$ cat config.mk
export PLATFORM = sky130hd
export DESIGN_NAME = spi_target_flat
export DESIGN_NICKNAME = d
export VERILOG_FILES = /design/src/rtl/spi_target_if.sv /design/src/rtl/spi_target.sv /design/src/flat_wrapper.sv
export SDC_FILE = /design/constraint.sdc
export NUM_CORES = 1
export LEC_CHECK = 0
export CORE_ASPECT_RATIO = 1.1
export CORE_MARGIN = 2
export CORE_UTILIZATION = 48
export DETAILED_ROUTE_END_ITERATION = 12
export PLACE_DENSITY_LB_ADDON = 0.08
export REMOVE_ABC_BUFFERS = 1
export SLEW_MARGIN = 15
export SYNTH_ARGS = -nofsm -noshare
export SYNTH_HDL_FRONTEND = slang
export SYNTH_SLANG_ARGS = --single-unit
$ cat constraint.sdc
create_clock -name clk -period 1.65 [get_ports clk]
set_input_delay 0.495 -clock clk [delete_from_list [all_inputs] [get_ports clk]]
set_output_delay 0.495 -clock clk [all_outputs]
set_load 0.005 [all_outputs]
$ cat src/rtl/spi_target_if.sv
// Register bus between the SPI target and a register file.
// reg_rdata is valid one clk after reg_rd_en.
interface spi_target_if;
    logic [6:0] reg_addr;
    logic [7:0] reg_wdata;
    logic       reg_wr_en;
    logic       reg_rd_en;
    logic [7:0] reg_rdata;

    modport master (
        output reg_addr, reg_wdata, reg_wr_en, reg_rd_en,
        input  reg_rdata
    );

    modport slave (
        input  reg_addr, reg_wdata, reg_wr_en, reg_rd_en,
        output reg_rdata
    );
endinterface

$ cat src/rtl/spi_target.sv
// SPI mode-0 target bridging an oversampled SPI port to a 128x8 register bus.
// Define SPI_TARGET_STATUS_EN to add a status byte shifted out during the command byte.
module spi_target #(
    parameter int   sync_stages = 2,
    parameter logic miso_idle   = 1'b1
) (
    input  logic clk,
    input  logic rst,
    input  logic ncs,
    input  logic sclk,
    input  logic mosi,
    output logic miso,
    output logic miso_oe,
`ifdef SPI_TARGET_STATUS_EN
    input  logic [7:0] status,
`endif
    spi_target_if.master bus
);
    typedef enum logic [1:0] {IDLE, CMD, WDATA, RDATA} state_e;

    logic [sync_stages-1:0] sclk_sync_q, sclk_sync_d;
    logic [sync_stages-1:0] mosi_sync_q, mosi_sync_d;
    logic [sync_stages-1:0] ncs_sync_q, ncs_sync_d;
    logic       sclk_prev_q, sclk_prev_d;
    logic       armed_q, armed_d;
    logic       miso_oe_q, miso_oe_d;
    state_e     state_q, state_d;
    logic [2:0] bit_cnt_q, bit_cnt_d;
    logic [7:0] rx_shift_q, rx_shift_d;
    logic [7:0] tx_shift_q, tx_shift_d;
    logic [6:0] addr_q, addr_d;
    logic [7:0] wdata_q, wdata_d;
    logic       wr_en_q, wr_en_d;
    logic       rd_en_q, rd_en_d;
    logic       rd_pend_q, rd_pend_d;

    logic       sclk_s, mosi_s, ncs_s;
    logic       sclk_rise, sclk_fall, byte_done;
    logic [7:0] rx_byte, status_w;

`ifdef SPI_TARGET_STATUS_EN
    assign status_w = status;
`else
    assign status_w = 8'h00;
`endif

    always_comb begin
        sclk_sync_d = {sclk_sync_q[sync_stages-2:0], sclk};
        mosi_sync_d = {mosi_sync_q[sync_stages-2:0], mosi};
        ncs_sync_d  = {ncs_sync_q[sync_stages-2:0], ncs};
        sclk_s      = sclk_sync_q[sync_stages-1];
        mosi_s      = mosi_sync_q[sync_stages-1];
        ncs_s       = ncs_sync_q[sync_stages-1];
        sclk_prev_d = sclk_s;
        sclk_rise   = sclk_s & ~sclk_prev_q;
        sclk_fall   = ~sclk_s & sclk_prev_q;
        rx_byte     = {rx_shift_q[6:0], mosi_s};
        byte_done   = sclk_rise & (bit_cnt_q == 3'd7);
    end

    always_comb begin
        state_d    = state_q;
        bit_cnt_d  = bit_cnt_q;
        rx_shift_d = rx_shift_q;
        tx_shift_d = tx_shift_q;
        addr_d     = addr_q;
        wdata_d    = wdata_q;
        wr_en_d    = 1'b0;
        rd_en_d    = 1'b0;
        rd_pend_d  = rd_en_q;
        // A frame only starts after ncs has been seen high since reset.
        armed_d    = armed_q | ncs_s;
        miso_oe_d  = ~ncs_s & armed_q;

        if (wr_en_q) addr_d = addr_q + 7'd1;
        if (rd_pend_q) tx_shift_d = bus.reg_rdata;

        if (ncs_s) begin
            state_d   = IDLE;
            bit_cnt_d = 3'd0;
        end else begin
            unique case (state_q)
                IDLE: begin
                    if (armed_q) begin
                        state_d    = CMD;
                        bit_cnt_d  = 3'd0;
                        rx_shift_d = 8'h00;
                        tx_shift_d = status_w;
                    end
                end
                default: begin
                    if (sclk_rise) begin
                        bit_cnt_d  = bit_cnt_q + 3'd1;
                        rx_shift_d = rx_byte;
                    end else if (sclk_fall && bit_cnt_q != 3'd0 && !rd_pend_q) begin
                        tx_shift_d = {tx_shift_q[6:0], 1'b0};
                    end
                    if (byte_done) begin
                        case (state_q)
                            CMD: begin
                                addr_d  = rx_byte[6:0];
                                state_d = rx_byte[7] ? WDATA : RDATA;
                                rd_en_d = ~rx_byte[7];
                            end
                            WDATA: begin
                                wdata_d = rx_byte;
                                wr_en_d = 1'b1;
                            end
                            RDATA: begin
                                addr_d  = addr_q + 7'd1;
                                rd_en_d = 1'b1;
                            end
                            default: ;
                        endcase
                    end
                end
            endcase
        end
    end

    always_ff @(posedge clk) begin
        if (rst) begin
            sclk_sync_q <= '0;
            mosi_sync_q <= '0;
            ncs_sync_q  <= '0;
            sclk_prev_q <= 1'b0;
            armed_q     <= 1'b0;
            miso_oe_q   <= 1'b0;
            state_q     <= IDLE;
            bit_cnt_q   <= 3'd0;
            rx_shift_q  <= 8'h00;
            tx_shift_q  <= 8'h00;
            addr_q      <= 7'd0;
            wdata_q     <= 8'h00;
            wr_en_q     <= 1'b0;
            rd_en_q     <= 1'b0;
            rd_pend_q   <= 1'b0;
        end else begin
            sclk_sync_q <= sclk_sync_d;
            mosi_sync_q <= mosi_sync_d;
            ncs_sync_q  <= ncs_sync_d;
            sclk_prev_q <= sclk_prev_d;
            armed_q     <= armed_d;
            miso_oe_q   <= miso_oe_d;
            state_q     <= state_d;
            bit_cnt_q   <= bit_cnt_d;
            rx_shift_q  <= rx_shift_d;
            tx_shift_q  <= tx_shift_d;
            addr_q      <= addr_d;
            wdata_q     <= wdata_d;
            wr_en_q     <= wr_en_d;
            rd_en_q     <= rd_en_d;
            rd_pend_q   <= rd_pend_d;
        end
    end

    assign miso          = miso_oe_q ? tx_shift_q[7] : miso_idle;
    assign miso_oe       = miso_oe_q;
    assign bus.reg_addr  = addr_q;
    assign bus.reg_wdata = wdata_q;
    assign bus.reg_wr_en = wr_en_q;
    assign bus.reg_rd_en = rd_en_q;
endmodule

$ cat src/flat_wrapper.sv
// flat-port wrapper written by rule: the top's interface ports become plain ports
module spi_target_flat 
#(
    parameter int   sync_stages = 2,
    parameter logic miso_idle   = 1'b1
)
  (clk, rst, ncs, sclk, mosi, miso, miso_oe, bus_reg_addr, bus_reg_wdata, bus_reg_wr_en, bus_reg_rd_en, bus_reg_rdata);
  spi_target_if bus_i ();
  input  logic clk;
  input  logic rst;
  input  logic ncs;
  input  logic sclk;
  input  logic mosi;
  output logic miso;
  output logic miso_oe;
  output wire logic [$bits(bus_i.reg_addr)-1:0] bus_reg_addr;
  output wire logic [$bits(bus_i.reg_wdata)-1:0] bus_reg_wdata;
  output wire logic [$bits(bus_i.reg_wr_en)-1:0] bus_reg_wr_en;
  output wire logic [$bits(bus_i.reg_rd_en)-1:0] bus_reg_rd_en;
  input wire logic [$bits(bus_i.reg_rdata)-1:0] bus_reg_rdata;
  assign bus_reg_addr = bus_i.reg_addr;
  assign bus_reg_wdata = bus_i.reg_wdata;
  assign bus_reg_wr_en = bus_i.reg_wr_en;
  assign bus_reg_rd_en = bus_i.reg_rd_en;
  assign bus_i.reg_rdata = bus_reg_rdata;
  spi_target #(.sync_stages(sync_stages), .miso_idle(miso_idle)) u_core (.clk(clk), .rst(rst), .ncs(ncs), .sclk(sclk), .mosi(mosi), .miso(miso), .miso_oe(miso_oe), .bus(bus_i));
endmodule
; ---- After elaboration in Yosys (flattened, before gate mapping)
; Cells that the tools add are included.
[op_classes]
mux = 25
n_reduce_logical = 14
n_eq_ne = 5
addsub = 2
n_bitwise = 11
[ops]
columns = cell, n
row1 = $mux W7, 7
row2 = $mux W8, 6
row3 = $pmux W7 S2, 1
row4 = $mux W3, 3
row5 = $mux W2, 4
row6 = $add A7 B1 Y7 const B, 1
row7 = $not A1 Y1, 6
row8 = $reduce_and A3 Y1, 2
row9 = $reduce_bool A2 Y1, 3
row10 = $and A1 B1 Y1, 4
row11 = $eq A2 B2 Y1 const B, 2
row12 = $reduce_and A4 Y1, 1
row13 = $reduce_or A4 Y1, 1
row14 = $add A3 B1 Y3 const B, 1
row15 = $eq A3 B3 Y1 const B, 1
row16 = $mux W1, 3
row17 = $reduce_bool A3 Y1, 1
row18 = $eq A2 B1 Y1 const B, 1
row19 = $logic_and A1 B1 Y1, 2
row20 = $logic_not A2 Y1, 1
row21 = $ne A2 B1 Y1 const B, 1
row22 = $pmux W1 S2, 1
row23 = $reduce_and A2 Y1, 1
row24 = $reduce_or A2 Y1, 1
row25 = other kinds (2), 2
[word_totals]
ff_bits = 47
in_bits = 13
output_inout_bits = 19

; ---- Logic depth before layout (Yosys ltp)
; Gate-level depths: netlist of the first run.
[depth]
word_depth = 8
mapped_depth = 7
ltp_nobuf = 6

; ---- Worst setup path before layout of the first run
; Ideal clock, no wire load.
[synth_timing]
path_kind = reg-to-reg
from = register u_core.bit_cnt_q[0]
to = register u_core.addr_q[6], in the netlist u_core.bus.reg_addr[6]
arrival_ps = 1688
path_slack_ps = -108
path_stages_with_launch = 8
period_less_slack_ps = 1758
cell_sequence = dfxtp_1 > ha_1 > ha_1 > nand4b_4 > or2_1 > buf_6 > or3_1 > o2bb2ai_1
[synth_via]
elab_chain_cells = 5
[synth_rtl]
columns = element, line_no
row1 = start: declaration, spi_target.sv:28  ; logic [2:0] bit_cnt_q, bit_cnt_d;
row2 = start signal: assignment, spi_target.sv:146  ; bit_cnt_q <= bit_cnt_d;
row3 = $eq A3 B3 Y1, spi_target.sv:58  ; byte_done = sclk_rise & (bit_cnt_q == 3'd7);
row4 = $and A1 B1 Y1, spi_target.sv:58
row5 = $mux W7, spi_target.sv:98  ; if (byte_done) begin
row6 = $mux W7, spi_target.sv:82  ; unique case (state_q)
row7 = $mux W7, spi_target.sv:78  ; if (ncs_s) begin
row8 = end signal: assignment, spi_target.sv:149  ; addr_q <= addr_d;
row9 = end: declaration, spi_target.sv:31  ; logic [6:0] addr_q, addr_d;
; No other way between the ends.
; A chain may end at the register's enable or synchronous reset.

; ---- Worst setup path after layout of the first run
[layout_timing]
from = register u_core.wdata_q[0], in the netlist u_core.bus.reg_wdata[0]
to = output bus_reg_wdata[0]
[layout_rtl]
columns = element, line_no
row1 = start: declaration, spi_target.sv:32  ; logic [7:0] wdata_q, wdata_d;
row2 = start signal: assignment, spi_target.sv:150  ; wdata_q <= wdata_d;
row3 = end: declaration, flat_wrapper.sv:17  ; output wire logic [$bits(bus_i.reg_wdata)-1:0] bus_reg_wdata;
; No word-level cell between the ends.

==> results of run 1 <==
[cells in the final DEF (no fill, tap or decap), types with 2 or more instances in the layout]
cell type        count
o21ai_1              7
nor2_1              28
dlymetal6s2s_1       8
o21ai_0              9
dfxtp_2             15
dlygate4sd2_1        2
clkbuf_8             5
a22oi_1              2
clkdlybuf4s50_1     21
bufinv_16            2
inv_1                6
mux2i_1             17
a21oi_1             12
xnor2_1              5
ha_4                 2
a21o_1               3
nand2_1             18
dfxtp_4              3
and3_1               2
nor2b_1             11
nand2b_1             2
a211oi_1             3
buf_4               27
nand4_1              6
dfxtp_1             29
nand3_1              2
nor3_1               5
ha_1                 2
[kinds of logic after synthesis]
logic type               count (synthesis)
adder cells (fa/ha/maj)                  4
flip-flops                              47
AO/OA/AOI/OAI                           49
multiplexers                            17
XOR/XNOR                                 6
buffers and inverters                   22
AND/OR/NAND/NOR                         86
[worst reg2reg max path: cells and delay by family (launching register included)]
kind,cells,cell delay [ns]
compound gates,3,0.44
simple gates,1,0.21
fa+ha+maj,1,0.19
buf+inv,2,0.30
flops,1,0.35
[worst paths after layout]
path,startpoint,slack (ns),cells after the start,end
worst min-delay path,u_core.sclk_sync_q[0],0.44,1,u_core.sclk_sync_q[1]
worst min register to register,u_core.sclk_sync_q[0],0.44,1,u_core.sclk_sync_q[1]
worst max-delay path,u_core.bus.reg_wdata[0],0.04,1,bus_reg_wdata[0]
worst max register to register,u_core.bus.reg_addr[1],0.06,7,u_core.bus.reg_addr[6]
[timing repair]
item,4_1_cts,5_1_grt
hold buffers,0,0
setup buffers,4,0
pin swaps,1,5
setup endpoints to repair,17,35
hold endpoints to repair,0,0
gates resized for setup,19,32
[registers in the layout, summed over array words and instances, names as in the netlist]
register,count
u_core.ncs_sync_q,2
u_core.rd_pend_q,1
u_core.bus.reg_wdata,8
u_core.bus.reg_rd_en,1
u_core.sclk_prev_q,1
u_core.bus.reg_addr,7
u_core.rx_shift_q,7
u_core.state_q,2
u_core.miso_oe,1
u_core.sclk_sync_q,2
u_core.mosi_sync_q,2
u_core.bit_cnt_q,3
u_core.bus.reg_wr_en,1
u_core.armed_q,1
u_core.tx_shift_q,8
[per-stage QoR]
| step | setup slack, ns | instances | cell area, um^2 |
|---|---|---|---|
| finish | 0.0372 | 337 | 2850 |
| global route | -0.0181 | 337 | 2850 |
| CTS | 0.00233 | 337 | 2770 |
| detailed placement | -0.162 | 325 | 2580 |
| global placement | -0.147 | 325 | 2580 |
| floorplan | -0.0599 | 215 | 2000 |
[power groups by stage]
stage | registers, uW | logic [uW] | clock network (uW)
floorplan | 1180 | 42.0 | 0
global route | 1160 | 126 | 1040
finish | 1160 | 114 | 969
CTS | 1160 | 112 | 996
detailed placement | 1190 | 113 | 0
global placement | 1190 | 113 | 0
[per-layer routing]
metal	share of wire (%)	vias to the layer above	wire [um]	global-route usage, %
met1	50	797	2040	26.2
met3	4.6	2	189	4.78
met4	0.71	0	29	5.90
met5	0	-	0	0
met2	45	36	1840	27.0
li1	-	907	-	-
[final cells by class]
class                      count  area [um^2]
fill                         352         1370
clock buffer                   6         72.6
inverter                       6         22.5
tap                           54         67.6
multi-input combinational    162         1100
sequential                    47          971
clock inverter                 2         60.1
timing repair buffer          60          562
==> impl_metrics.csv, run 1 <==
group,metric,value,unit
global_routing,grt_pass1_vias,1518,
power_and_ir_drop,ir_drop,840,uV
synth,synth.avg_cell_area,9.01,um^2
clocking,cts-buffers-inserted,5,
placement,finalWeightedCongestion,0.787,
worst_setup_path,crit_buf_inv,1,
sta,fin_crit_sh,97.7,%
floorplan,dieArea,4880,um^2
synth,yosys_warnings,0,
global_routing,globalRoute.totalOverflow,0,
routing,wl_per_cell,12.2,um
clocking,cts_sinks,47,
sta,fmax,0.620,GHz
final_layout,area_growth,37.1,%
clocking,cts-root-buf,"clkbuf_8",
synth,ys_types,43,
power_and_ir_drop,power_frac_clock,43.3,%
synth,synth_top_family_by_area,"simple AND/OR/NAND/NOR gates",
power_and_ir_drop,comb_power_share,5.1,%
synth,synth_compound_area_share,15.0,%
floorplan,fp.dieW,66.8,um
sta,tns,0,ns
worst_setup_path,critical-path-top-delay-family,"buffers and inverters",
worst_setup_path,worstSetupStartpointType,"flop",
global_routing,track_usage,18.3,%
status,outcome,"completed",
clocking,clockBufferDepth,2,
sta,slew_headroom,70.0,%
sta,min_period,1.61,ns
floorplan,core,4220,um^2
synth,syn_area,2080,um^2
min_path,hold_class,"flop to flop",
synth,seq_area_frac_synth,45.2,%
synth,yosysMostFrequentCell,"dfxtp_1",
worst_setup_path,worstPathArrival,1.12,ns
worst_setup_path,critPathMaxStageDelay,0.49,ns
synth,synth_top_area_share,45.2,%
global_routing,grt_pass1_wl,6960,um
power_and_ir_drop,power.total,2240,uW
floorplan,rows,25,
clocking,htreeDepth,2,
power_and_ir_drop,pwr-share-seq,51.6,%
synth,ys_ff_latch,47,
final_layout,fin_nets,299,
final_layout,antenna_cells,0,
routing,ant_nets,0,
synth,synth_xor_area_share,2.53,%
sta,holdWs,0.440,ns
synth,synthArstFlopShare,0,%
floorplan,start_util,49.3,%
final_layout,drive_above_1_share,23.7,%
synth,synthAdderAreaFrac,2.41,%
worst_setup_path,required,1.15,ns
power_and_ir_drop,p_sw,431,uW
job,max-cap-violations,0,
clocking,cts_tree,"yes",
floorplan,ioPinCount,32,
power_and_ir_drop,p_leak,0.00128,uW
routing,drt_wl_total,4110,um
routing,drt-pass1-iter-count,4,
synth,synth-edff-count,0,
clocking,insertion_delay,0.29,ns
routing,first_iter_violations,109,
worst_setup_path,cp-end-kind,"primary output",
floorplan,die_h,73.1,um
global_routing,antenna_found_initial,0,
power_and_ir_drop,p_int,1810,uW
sta,finalHoldViolations,0,
worst_setup_path,cp_slowest_cell,"clkdlybuf4s50_1",
synth,yosys.area.top_type,"dfxtp_1",
synth,ys_top_cells_by_count,"dfxtp_1 (47), nor2_1 (28), nand2_1 (18), mux2i_1 (17), o21ai_0 (16)",
routing,avgViaCountPerCell,5.17,
power_and_ir_drop,power_density,785,nW/um^2
sta,finalSetupViolations,0,
synth,synthSimpleGateAreaFrac,21.9,%
synth,ys_top_cells_by_area,"dfxtp_1 (45%), mux2i_1 (8.2%), nor2_1 (5.1%)",
worst_setup_path,cp_max_fo,2,
sta,worstMarginPinSlew,0.448,ns
synth,syn_inst,231,
clocking,path_clk_slew,0.09,ns
sta,rsz0062_at_grt,"yes",
power_and_ir_drop,switching_share,19.2,%
routing,dr_total_vias,1742,
routing,drc,0,
synth,muxShareOfSynthArea,8.18,%
global_routing,grt_max_degree,17,
sta,slew_violations,0,
synth,synth_flop_cell,"dfxtp_1",
placement,dp_hpwl,2870,um
final_layout,fin_util,67.6,%
placement,io_buffers,31,
worst_setup_path,crit_chain,"clkdlybuf4s50_1",
sta,clock-skew-final,0.00609,ns
worst_setup_path,path_class,"flop to primary output",
Power figures use the tool's default switching activity.
==> inputs of run 2 (changes only) <==
SLEW_MARGIN = 20   (was 15)
==> results of run 2 <==
No change in the layout: final DEF, timing and power equal those of run 1.
